$ cat config.mk
export PLATFORM = sky130hd
export DESIGN_NAME = vexriscv_mem_arbiter
export DESIGN_NICKNAME = d
export VERILOG_FILES = /design/src/rtl/vexriscv_mem_arbiter.sv
export SDC_FILE = /design/constraint.sdc
export NUM_CORES = 1
export LEC_CHECK = 0
export BUFFER_PORTS_ARGS = -buffer_cell sky130_fd_sc_hd__buf_2
export CELL_PAD_IN_SITES_DETAIL_PLACEMENT = 0
export CELL_PAD_IN_SITES_GLOBAL_PLACEMENT = 1
export CORE_AREA = 2 2 211 213
export CTS_BUF_LIST = sky130_fd_sc_hd__clkbuf_8
export DETAILED_ROUTE_END_ITERATION = 7
export DIE_AREA = 0 0 213 215
export HOLD_SLACK_MARGIN = 0.03
export PLACE_DENSITY_LB_ADDON = 0.1
export SLEW_MARGIN = 20
export SYNTH_ARGS = -nofsm -noshare
export SYNTH_HDL_FRONTEND = slang
export SYNTH_SLANG_ARGS = --single-unit
$ cat constraint.sdc
create_clock -name clk_i -period 7 [get_ports clk_i]
set_input_delay 0.7 -clock clk_i [delete_from_list [all_inputs] [get_ports clk_i]]
set_output_delay 0.7 -clock clk_i [all_outputs]
set_load 0.005 [all_outputs]
$ cat src/rtl/vexriscv_mem_arbiter.sv
// Shares one single-port 64-bit SRAM between the VexRiscv instruction and data ports.
// Data has priority; the instruction port is forced through after MaxInstrStall consecutive losses.
module vexriscv_mem_arbiter #(
    parameter int MemLatency    = 1,
    parameter int MaxInstrStall = 4
) (
    input  logic        clk_i,
    input  logic        rst_i,
    input  logic        instr_req_i,
    output logic        instr_gnt_o,
    input  logic [31:0] instr_addr_i,
    input  logic [63:0] instr_wdata_i,
    input  logic [7:0]  instr_strb_i,
    input  logic        instr_we_i,
    output logic        instr_rvalid_o,
    output logic [63:0] instr_rdata_o,
    input  logic        data_req_i,
    output logic        data_gnt_o,
    input  logic [31:0] data_addr_i,
    input  logic [63:0] data_wdata_i,
    input  logic [7:0]  data_strb_i,
    input  logic        data_we_i,
    output logic        data_rvalid_o,
    output logic [63:0] data_rdata_o,
    output logic        mem_req_o,
    output logic [31:0] mem_addr_o,
    output logic [63:0] mem_wdata_o,
    output logic [7:0]  mem_strb_o,
    output logic        mem_we_o,
    input  logic [63:0] mem_rdata_i,
    output logic [31:0] conflict_cnt_o
);
    // A zero-width counter is illegal, so MaxInstrStall = 0 keeps one bit pinned at 0.
    localparam int StallW = (MaxInstrStall > 0) ? $clog2(MaxInstrStall + 1) : 1;
    localparam logic [StallW-1:0] StallMax = StallW'(MaxInstrStall);

    logic [StallW-1:0]     stall_cnt;
    logic                  instr_win;
    logic                  data_win;
    logic [MemLatency-1:0] tag_valid;
    logic [MemLatency-1:0] tag_port;

    always_comb begin
        instr_win = 1'b0;
        data_win  = 1'b0;
        if (!rst_i) begin
            if (instr_req_i && data_req_i) begin
                if (stall_cnt == StallMax) begin
                    instr_win = 1'b1;
                end else begin
                    data_win = 1'b1;
                end
            end else begin
                instr_win = instr_req_i;
                data_win  = data_req_i;
            end
        end
    end

    assign instr_gnt_o = instr_win;
    assign data_gnt_o  = data_win;
    assign mem_req_o   = instr_win | data_win;

    always_comb begin
        mem_addr_o  = '0;
        mem_wdata_o = '0;
        mem_strb_o  = '0;
        mem_we_o    = 1'b0;
        if (data_win) begin
            mem_addr_o  = data_addr_i;
            mem_wdata_o = data_wdata_i;
            mem_strb_o  = data_strb_i;
            mem_we_o    = data_we_i;
        end else if (instr_win) begin
            mem_addr_o  = instr_addr_i;
            mem_wdata_o = instr_wdata_i;
            mem_strb_o  = instr_strb_i;
            mem_we_o    = instr_we_i;
        end
    end

    always_ff @(posedge clk_i or posedge rst_i) begin
        if (rst_i) begin
            stall_cnt <= '0;
        end else if (!instr_req_i || instr_win) begin
            stall_cnt <= '0;
        end else if (stall_cnt != StallMax) begin
            stall_cnt <= stall_cnt + StallW'(1);
        end
    end

    // Each stage holds {valid, port}; port 1 means the data port owns the response.
    always_ff @(posedge clk_i or posedge rst_i) begin
        if (rst_i) begin
            tag_valid <= '0;
            tag_port  <= '0;
        end else begin
            tag_valid[0] <= mem_req_o;
            tag_port[0]  <= data_win;
            for (int i = 1; i < MemLatency; i++) begin
                tag_valid[i] <= tag_valid[i-1];
                tag_port[i]  <= tag_port[i-1];
            end
        end
    end

    always_ff @(posedge clk_i or posedge rst_i) begin
        if (rst_i) begin
            conflict_cnt_o <= '0;
        end else if (instr_req_i && data_req_i && (conflict_cnt_o != 32'hFFFF_FFFF)) begin
            conflict_cnt_o <= conflict_cnt_o + 32'd1;
        end
    end

    assign instr_rvalid_o = tag_valid[MemLatency-1] & ~tag_port[MemLatency-1];
    assign data_rvalid_o  = tag_valid[MemLatency-1] &  tag_port[MemLatency-1];
    assign instr_rdata_o  = instr_rvalid_o ? mem_rdata_i : 64'd0;
    assign data_rdata_o   = data_rvalid_o  ? mem_rdata_i : 64'd0;

endmodule

==> results.cfg <==
[timing]
finalMaxSlewViolations = 0
fin_crit_sh_pct = 58.76
setup_tns_ps = 0
maxSlewHeadroom_pct = 34.53
worstMarginPinSlew_ps = 979.9
skew_ps = 10.73
setup_viol = 0
worst_slack_ps = 2887
period_needed_ps = 4113
hold_slack_ps = 508.0
hold_viol = 0
timing.fmax_ghz = 0.2431
rsz0062_at_grt = no

[place]
routabilityCongestion = 0.8300
place_ws_ps = 2765
dpl.hpwl_um = 25460
post_dp_cell_area_sq_um = 7134
io_buffers = 547

[yosys]
synthArstFlopShare_pct = 100.0
synth_cell_type_count = 31
syn-cell-area_sq_um = 3760
ys.flop_type = dfrtp_1
avgSynthCellArea_sq_um = 8.156
ys.warnings.count = 0
synth_edf_count = 0
synthesis.nets = 742
syn_inst = 461
synth_seq_cells = 37
ys_seq_area_share_pct = 24.63

[floorplanning]
die_h_um = 215
die_area_sq_um = 45800
die_width_um = 213
rows = 77
start_util_pct = 8.615
coreArea_sq_um = 43640
ioPinCount = 548

[clocking]
cts_buffers = 5
cts_buffer_depth = 2
holdBufCountCts = 0
cts_tree = yes
htreeDepth = 2
root_buffer = clkbuf_8
cts_resized = 0
clk_pin_slew_ps = 80
clock_latency_ps = 300
clock-sinks = 37
postCtsSetupRepairBufs = 0

[global_route]
grt_max_degree = 67
grtUsageMet1_pct = 11.62
grt.busiest_layer = met2
grt_util_all_layers_pct = 12.18
grt_pass1_wl_um = 40720
grt_util_met2_pct = 24.76
grt_overflow = 0
antenna_found_initial = 7
grt_util_met3_pct = 3.858
first_global_vias = 5863

[power]
combPwrFrac_pct = 46.3
clkPwrFrac_pct = 20.6
p_leak_nw = 4.344
power_density_nw_per_um2 = 106.9
p_sw_w = 0.0002866
swShare_pct = 37.08
peakVddDrop_uv = 35.05
seq_power_share_pct = 33.1
internal-power_w = 0.0004863

[cells_and_area]
area_growth_pct = 92.25
drive_above_1_share_pct = 58.73
nets = 1255
most-common-layout-cells = 547 x buf_2, 105 x a22o_1, 73 x and3_1, 68 x and2_1, 37 x dfrtp_1
layout_commonest_cell = buf_2
fin_util_pct = 16.56
fin_area_sq_um = 7228

[drt]
drtAntennaViolNets = 0
drc = 0
wl_um = 30260
first_iter_violations = 173
dr.pass1.iters = 4
vias = 5729
wl_per_cell_um = 19.29
via_per_inst = 3.651

[critical_path]
endpoint_kind = primary output
critPathArrivalTime_ps = 3410
cp_max_fo = 39
cp_data_required_time_ps = 6300
critical_path_class = primary input to primary output
cp-start-kind = primary input

[worst_hold_path]
hold_class = flip-flop to flip-flop

[flow_run]
max_cap_viol_count = 0

[outcome]
outcome = finished, final reports clean
-- final timing paths --
kind,end,slack (ps),cells past startpoint,from
hold / removal,conflict_cnt_o[31],510,1,conflict_cnt_o[31]
hold reg to reg,conflict_cnt_o[31],510,1,conflict_cnt_o[31]
max in group asynchronous,conflict_cnt_o[2],6030,3,rst_i
setup reg to reg,conflict_cnt_o[1],4010,5,conflict_cnt_o[2]
setup / recovery,mem_wdata_o[25],2890,8,rst_i
min in group asynchronous,conflict_cnt_o[27],580,3,rst_i
-- through the flow --
step | total power [W] | instances
floorplan | 0.0003985 | 461
CTS | 0.0007959 | 1566
finish | 0.0007728 | 1569
global placement | 0.0006355 | 1559
global route | 0.0008299 | 1567
detailed placement | 0.0006279 | 1559
-- layer usage --
layer  wire [um]  share of wire (%)
met3        2867                9.5
met2       16520                 55
met1       10240                 34
met5          69               0.23
met4         569                1.9
-- critical path, stage by stage --
cell and delay (ps):
buf_2 130, inv_2 50, buf_4 450, nand2_1 170
a21oi_4 770, buf_4 480, a22o_1 420, buf_2 180
-- power groups by stage --
| stage | registers [W] | logic [W] | clock network (W) |
|---|---|---|---|
| 3_5_place_dp | 0.000260 | 0.000368 | 0 |
| 6_report | 0.000256 | 0.000358 | 0.000159 |
| 3_3_place_gp | 0.000261 | 0.000374 | 0 |
| 4_1_cts | 0.000256 | 0.000369 | 0.000171 |
| 5_1_grt | 0.000259 | 0.000393 | 0.000179 |
| 2_1_floorplan | 0.000258 | 0.000141 | 0 |
-- synth_stat cells (2+ instances only) --
| master | number | area, sq um |
|---|---|---|
| a22o_1 | 105 | 919.6 |
| and3_1 | 74 | 462.9 |
| and2_1 | 68 | 425.4 |
| clkbuf_1 | 43 | 161.4 |
| dfrtp_1 | 37 | 925.9 |
| xnor2_1 | 23 | 201.4 |
| nand2_1 | 18 | 67.56 |
| nand3_1 | 17 | 85.08 |
| nand4_1 | 16 | 100.1 |
| nor2_1 | 9 | 33.78 |
| xor2_1 | 9 | 78.83 |
| nor3_1 | 7 | 35.03 |
| inv_1 | 6 | 22.52 |
| buf_1 | 5 | 18.77 |
| and4_1 | 3 | 26.28 |
| ha_1 | 3 | 37.54 |
| a21oi_1 | 2 | 10.01 |
| nor3b_1 | 2 | 15.01 |
| nor4_1 | 2 | 12.51 |
-- registers in the layout (all words and copies together) (netlist names) --
register,cells
tag_port,1
stall_cnt,3
tag_valid,1
conflict_cnt_o,32
-- logic make-up (layout without fill, tap and decap cells) --
| group | Yosys count | after routing | synth area share (%) |
|---|---|---|---|
| simple gates | 225 | 225 | 35.87 |
| mux | 1 | 1 | 0.2995 |
| flops | 37 | 37 | 24.63 |
| other cells | 0 | 3 | 0 |
| buf+inv | 54 | 567 | 5.391 |
| xor+xnor | 32 | 32 | 7.454 |
| compound gates | 109 | 109 | 25.36 |
| fa+ha+maj | 3 | 3 | 0.9984 |
-- area by class of cell --
class	count	area [sq um]
Fill cell	5148	36410
Timing Repair Buffer	554	2790
Multi-Input combinational cell	370	2655
Sequential cell	37	925.9
Tap cell	592	740.7
Clock buffer	6	82.58
Inverter	6	22.52
Antenna cell	3	7.507
Clock inverter	1	3.754
Power figures use the tool's default switching activity.
